`src/rtl/lc3b_types.sv`:
```
// Shared LC-3b types and the line-memory responder state encoding.
package lc3b_types;

    typedef logic [15:0]  lc3b_word;
    typedef logic [127:0] lc3b_mem_data;

    localparam int LC3B_LINE_OFFSET_BITS = 4;

    typedef enum logic [1:0] {
        IDLE = 2'd0,
        BUSY = 2'd1,
        RESP = 2'd2
    } pmem_state_t;

endpackage

```
`src/rtl/pmem_responder_if.sv`:
```
// Cache-to-memory line interface; master is the cache controller, slave the memory.
interface pmem_responder_if;
    import lc3b_types::*;

    logic         pmem_read;
    logic         pmem_write;
    lc3b_word     pmem_address;
    lc3b_mem_data pmem_wdata;
    logic         pmem_resp;
    lc3b_mem_data pmem_rdata;
    logic         pmem_error;

    modport master (
        output pmem_read, pmem_write, pmem_address, pmem_wdata,
        input  pmem_resp, pmem_rdata, pmem_error
    );

    modport slave (
        input  pmem_read, pmem_write, pmem_address, pmem_wdata,
        output pmem_resp, pmem_rdata, pmem_error
    );

endinterface

```
`src/rtl/pmem_array.sv`:
```
// Line storage: combinational read, synchronous write, contents never reset.
module pmem_array
    import lc3b_types::*;
#(
    parameter int DEPTH_LINES = 32,
    parameter int IDX_W       = $clog2(DEPTH_LINES)
) (
    input  logic             clk,
    input  logic [IDX_W-1:0] index,
    input  logic             we,
    input  lc3b_mem_data     wdata,
    output lc3b_mem_data     rdata
);

    lc3b_mem_data mem [DEPTH_LINES];

    assign rdata = mem[index];

    always_ff @(posedge clk) begin
        if (we) begin
            mem[index] <= wdata;
        end
    end

endmodule

```
`src/rtl/pmem_responder.sv`:
```
// Fixed-latency line memory responder at the far end of the cache line interface.
//
//   state | meaning
//   ------+-----------------------------------------------------------
//   IDLE  | waiting for pmem_read/pmem_write; request captured here
//   BUSY  | latency down-counter running; abort if request is dropped
//   RESP  | one-cycle pmem_resp; a captured write commits on exit
module pmem_responder
    import lc3b_types::*;
#(
    parameter int LATENCY     = 4,
    parameter int DEPTH_LINES = 32
) (
    input  logic              clk,
    input  logic              rst_n,
    pmem_responder_if.slave   bus
);

    localparam int CNT_W = $clog2(LATENCY);
    localparam int IDX_W = $clog2(DEPTH_LINES);

    pmem_state_t      state;
    logic [CNT_W-1:0] cnt;
    logic [1:0]       req_q;
    logic             op_write;
    lc3b_word         addr_q;
    lc3b_mem_data     wdata_q;
    logic             resp_q;
    logic             error_q;
    lc3b_mem_data     rdata_q;

    logic [IDX_W-1:0] index;
    logic             arr_we;
    lc3b_mem_data     arr_rdata;

    assign index  = addr_q[LC3B_LINE_OFFSET_BITS +: IDX_W];
    assign arr_we = (state == RESP) && op_write;

    pmem_array #(
        .DEPTH_LINES (DEPTH_LINES),
        .IDX_W       (IDX_W)
    ) u_array (
        .clk   (clk),
        .index (index),
        .we    (arr_we),
        .wdata (wdata_q),
        .rdata (arr_rdata)
    );

    always_ff @(posedge clk or negedge rst_n) begin
        if (!rst_n) begin
            state    <= IDLE;
            cnt      <= '0;
            req_q    <= '0;
            op_write <= 1'b0;
            addr_q   <= '0;
            wdata_q  <= '0;
            resp_q   <= 1'b0;
            error_q  <= 1'b0;
            rdata_q  <= '0;
        end else begin
            case (state)
                IDLE: begin
                    if (bus.pmem_read || bus.pmem_write) begin
                        state    <= BUSY;
                        cnt      <= CNT_W'(LATENCY - 2);
                        req_q    <= {bus.pmem_read, bus.pmem_write};
                        op_write <= bus.pmem_write;
                        addr_q   <= bus.pmem_address;
                        wdata_q  <= bus.pmem_wdata;
                        if (bus.pmem_read && bus.pmem_write) begin
                            error_q <= 1'b1;
                        end
                    end
                end
                BUSY: begin
                    if (!bus.pmem_read && !bus.pmem_write) begin
                        state   <= IDLE;
                        error_q <= 1'b1;
                    end else begin
                        // Captured op/address run to completion even if the initiator wobbles.
                        if (({bus.pmem_read, bus.pmem_write} != req_q) ||
                            (bus.pmem_address != addr_q)) begin
                            error_q <= 1'b1;
                        end
                        if (cnt == '0) begin
                            state  <= RESP;
                            resp_q <= 1'b1;
                            if (!op_write) begin
                                rdata_q <= arr_rdata;
                            end
                        end else begin
                            cnt <= cnt - CNT_W'(1);
                        end
                    end
                end
                RESP: begin
                    state  <= IDLE;
                    resp_q <= 1'b0;
                end
                default: begin
                    state  <= IDLE;
                    resp_q <= 1'b0;
                end
            endcase
        end
    end

    assign bus.pmem_resp  = resp_q;
    assign bus.pmem_rdata = rdata_q;
    assign bus.pmem_error = error_q;

endmodule

```
`src/flat_wrapper.sv`:
```
// flat-port wrapper written by rule: the top's interface ports become plain ports
module pmem_responder_flat import lc3b_types::*;
#(
    parameter int LATENCY     = 4,
    parameter int DEPTH_LINES = 32
)
  (clk, rst_n, bus_pmem_read, bus_pmem_write, bus_pmem_address, bus_pmem_wdata, bus_pmem_resp, bus_pmem_rdata, bus_pmem_error);
  pmem_responder_if bus_i ();
  input  logic clk;
  input  logic rst_n;
  input wire logic [$bits(bus_i.pmem_read)-1:0] bus_pmem_read;
  input wire logic [$bits(bus_i.pmem_write)-1:0] bus_pmem_write;
  input wire logic [$bits(bus_i.pmem_address)-1:0] bus_pmem_address;
  input wire logic [$bits(bus_i.pmem_wdata)-1:0] bus_pmem_wdata;
  output wire logic [$bits(bus_i.pmem_resp)-1:0] bus_pmem_resp;
  output wire logic [$bits(bus_i.pmem_rdata)-1:0] bus_pmem_rdata;
  output wire logic [$bits(bus_i.pmem_error)-1:0] bus_pmem_error;
  assign bus_i.pmem_read = bus_pmem_read;
  assign bus_i.pmem_write = bus_pmem_write;
  assign bus_i.pmem_address = bus_pmem_address;
  assign bus_i.pmem_wdata = bus_pmem_wdata;
  assign bus_pmem_resp = bus_i.pmem_resp;
  assign bus_pmem_rdata = bus_i.pmem_rdata;
  assign bus_pmem_error = bus_i.pmem_error;
  pmem_responder #(.LATENCY(LATENCY), .DEPTH_LINES(DEPTH_LINES)) u_core (.clk(clk), .rst_n(rst_n), .bus(bus_i));
endmodule
```
`config.mk`:
```
export PLATFORM = sky130hd
export DESIGN_NAME = pmem_responder_flat
export DESIGN_NICKNAME = d
export VERILOG_FILES = /design/src/rtl/lc3b_types.sv /design/src/rtl/pmem_responder_if.sv /design/src/rtl/pmem_array.sv /design/src/rtl/pmem_responder.sv /design/src/flat_wrapper.sv
export SDC_FILE = /design/constraint.sdc
export NUM_CORES = 2
export LEC_CHECK = 0
export CAP_MARGIN = 10
export CORE_MARGIN = 3
export CORE_UTILIZATION = 53
export CTS_BUF_LIST = sky130_fd_sc_hd__clkbuf_2
export CTS_CLUSTER_DIAMETER = 120
export DETAILED_ROUTE_END_ITERATION = 8
export DONT_BUFFER_PORTS = 1
export PLACE_DENSITY = 0.79
export SLEW_MARGIN = 30
export SYNTH_ARGS = -nofsm -noshare
export SYNTH_HDL_FRONTEND = slang
export SYNTH_SLANG_ARGS = --single-unit
```
`constraint.sdc`:
```
create_clock -name clk -period 21.7 [get_ports clk]
set_input_delay 2.17 -clock clk [delete_from_list [all_inputs] [get_ports clk]]
set_output_delay 2.17 -clock clk [all_outputs]
set_load 0.01 [all_outputs]
```
==> impl_summary.log <==
INFO  metric critPathBufInv = 4
INFO  metric final_core_density = 58.14%
INFO  metric cp_data_required_time = 23.55 ns
INFO  metric cts.htree.levels = 6
INFO  metric wire_length_of_the_first_global_routing_pass = 611,400 um
INFO  metric setup.worst_path.end_class = flip-flop
INFO  metric yosys_warnings = 0
INFO  metric power.ir.vdd_worst = 0.0001170 V
INFO  metric num-fill-cells = 21.92k
INFO  metric synth-main-ff-cell = edfxtp_1
INFO  metric vias_in_the_first_global_route = 89.34k
INFO  metric most_common_cell_after_layout_fill_and_taps_aside = edfxtp_1
INFO  metric critPathSlowestCell = dfrtp_4
INFO  metric global_route.overflow_total = 0
INFO  metric post_drt_via_cell_ratio = 6.357
INFO  metric worst_pin_slew = 1.136 ns
INFO  metric run_status = completed
INFO  metric power_density = 123.9 nW/um^2
INFO  metric clockBufferDepth = 4
INFO  metric synth-edff-count = 4,096
INFO  metric worst_slack = 16.31 ns
INFO  metric cp_max_fo = 70
INFO  metric gate_count_post_synth = 8,289
INFO  metric ff_latch_area = 130,100 um^2
INFO  metric hold_path.class = in -> async
INFO  metric path_delay_family = buffers and inverters
INFO  metric antenna_found_initial = 44
INFO  metric timing_max_transition_violations_final = 0
INFO  metric power = 22,320 uW
INFO  metric top_level_ports = 278
INFO  metric finalSetupViolations = 0
INFO  metric synth-seq-area-share = 78.49%
INFO  metric floorplan.die.width = 565.0 um
INFO  metric vias = 88.59k
INFO  metric met2RoutedLength = 204,700 um
INFO  metric ws_path_type = reg -> reg
INFO  metric rsz_0062_raised_after_global_routing = no
INFO  metric core-area = 309,900 um^2
INFO  metric cts.sinks = 4,376
INFO  metric cts_tree = done
INFO  metric reg2reg_slack = 16.31 ns
INFO  metric largest_net_degree_at_the_start_of_global_routing = 266
INFO  metric dr.first_iter.drc_count = 13.01k
INFO  metric final_cell_mix = 4,096 x edfxtp_1, 1,462 x clkbuf_2, 1,314 x mux2i_1
INFO  metric routed_wl = 427,500 um
INFO  metric worst_setup_path_start_kind = flip-flop
INFO  metric root_buffer = clkbuf_2
INFO  metric place_worst_setup_slack = 15.97 ns
INFO  metric totalNegativeSetupSlack = 0 ns
INFO  metric cp.arrival = 7.23 ns
INFO  metric synth_async_sr_flop_share = 6.399%
INFO  metric drt-pass1-iter-count = 6
INFO  metric route.detailed.wl_per_inst = 30.68 um
INFO  metric route.layer.met1.wl = 150,500 um
INFO  metric global_route.usage.total = 26.42%
INFO  metric flip_flop_and_latch_count_after_synthesis = 4,376
INFO  metric path_cells = buf_4 -> buf_4 -> buf_6 -> buf_6 -> mux2i_1 -> o22ai_1 -> or4_1 -> a221oi_1 -> a21oi_1
INFO  metric leakage = 0.06157 uW
INFO  metric placement.io_buffers = 0
INFO  metric multi_input_area = 33,400 um^2
INFO  metric num_rows = 204
INFO  metric max_slew_margin = 24.24%
INFO  metric initial_cell_density_of_the_core = 53.45%
INFO  metric synth.cell_area = 165,600 um^2
INFO  metric yosysUniqueCellTypes = 65
INFO  metric stdcell_area = 180,100 um^2
INFO  metric maxClockFrequency = 185.6 MHz
INFO  metric hold_violations = 0
INFO  metric route.met3.wl = 54,620 um
INFO  metric max_cap_violations = 0
INFO  metric growth_of_design_area_from_synthesis_to_finish = 8.764%
INFO  metric globalplace.congestion = 0.7824
INFO  metric max_stage_delay = 0.96 ns
INFO  metric ant_nets = 0
INFO  metric final.period_utilization = 24.83%
INFO  metric maxUsedRoutingLayer = met5
INFO  metric clock_skew = 0.2346 ns
INFO  metric layout-drive-gt1-share = 24.62%
INFO  metric worst_setup_hold_path_clk_slew = 0.11 ns
INFO  metric post_syn_area_per_cell = 19.98 um^2
INFO  metric synthesis.nets = 8,438
INFO  metric finish.net_count = 9,121
INFO  metric placement.cell_area = 170,500 um^2
INFO  metric fin_crit = 5.389 ns
INFO  metric fp.dieArea = 319,300 um^2
INFO  metric dp_hpwl = 210,700 um
INFO  metric chipHeight = 565.0 um
INFO  metric worst_skew_pair.late_latency = 2.05 ns
INFO  metric cts-buffers-inserted = 966
INFO  metric number_of_design_rule_violations_left_after_detail_routing = 0
-- synthesized netlist by cell type, drive strengths merged, types with 98 or more instances --
master  instances  area (um^2)
edfxtp       4096       123000
mux2i        1314        13150
o22ai         479         2997
mux4          361         8130
buf           335         2098
dfrtp         280         7007
a22oi         204         1531
nor2          162        613.1
mux2          147         1655
clkbuf        145        550.5
a31oi         138        863.3
nand2          98        367.9
-- power breakdown --
group	total (uW)	switching (uW)	internal (uW)
Clock	5170	3130	2030
Sequential	12200	1460	10700
Combinational	4970	2900	2060
-- kinds of logic after synthesis --
| family | Yosys count | share of synthesized area, % |
|---|---|---|
| AND/OR/NAND/NOR | 481 | 1.465 |
| adder cells (fa/ha/maj) | 1 | 0.007553 |
| multiplexers | 1822 | 13.85 |
| AO/OA/AOI/OAI | 1107 | 4.491 |
| buffers and inverters | 486 | 1.613 |
| XOR/XNOR | 16 | 0.08460 |
| flip-flops | 4376 | 78.49 |
-- worst paths after layout --
kind / from / end / cells after the start
hold / removal: rst_n / u_core.wdata_q[107] / 1
setup / recovery: u_core.addr_q[5] / u_core.bus.pmem_rdata[121] / 9
min in group clk: bus_pmem_wdata[18] / u_core.wdata_q[18] / 1
setup reg to reg: u_core.addr_q[5] / u_core.bus.pmem_rdata[121] / 9
max in group asynchronous: rst_n / u_core.wdata_q[14] / 4
hold reg to reg: u_core.wdata_q[112] / u_core.wdata_q[112] / 1
-- flip-flops by register name, summed over array words and instances, names as in the netlist --
name	cells
u_core.req_q	2
u_core.bus.pmem_error	1
u_core.u_array.mem	4096
u_core.state	2
u_core.cnt	2
u_core.addr_q	16
u_core.bus.pmem_rdata	128
u_core.wdata_q	128
u_core.bus.pmem_resp	1
-- layer usage --
| layer | vias up | GRT usage, % |
|---|---|---|
| met5 | - | 0 |
| li1 | 36214 | - |
| met4 | 38 | 11.91 |
| met3 | 1051 | 7.106 |
| met1 | 44684 | 34.54 |
| met2 | 6602 | 41.85 |
-- layout make-up --
| type | instances | share of cell area [%] |
|---|---|---|
| flip-flops and latches | 4376 | 72.23 |
| multi-input cells | 3427 | 18.54 |
| diodes | 18 | 0.02500 |
| well taps | 4120 | 2.862 |
| clock inverters | 332 | 1.074 |
| inverters | 6 | 0.01250 |
| repair buffers | 195 | 1.197 |
| clock buffers | 1462 | 4.062 |
-- metrics by stage --
stage / cells / hold WS, ns
5_1_grt: 13929 / 0.02163
2_1_floorplan: 8289 / 0.4735
6_report: 13936 / 0.1869
4_1_cts: 13909 / 0.001001
3_5_place_dp: 12113 / 0.5003
3_3_place_gp: 12106 / 0.4881
-- what timing repair did --
item                      in CTS  in global routing
hold buffers                   2                  1
resized for setup              0                  0
hold endpoints to repair     265                  8
buffers inserted               0                  0
(Power assumes the default switching activity.)
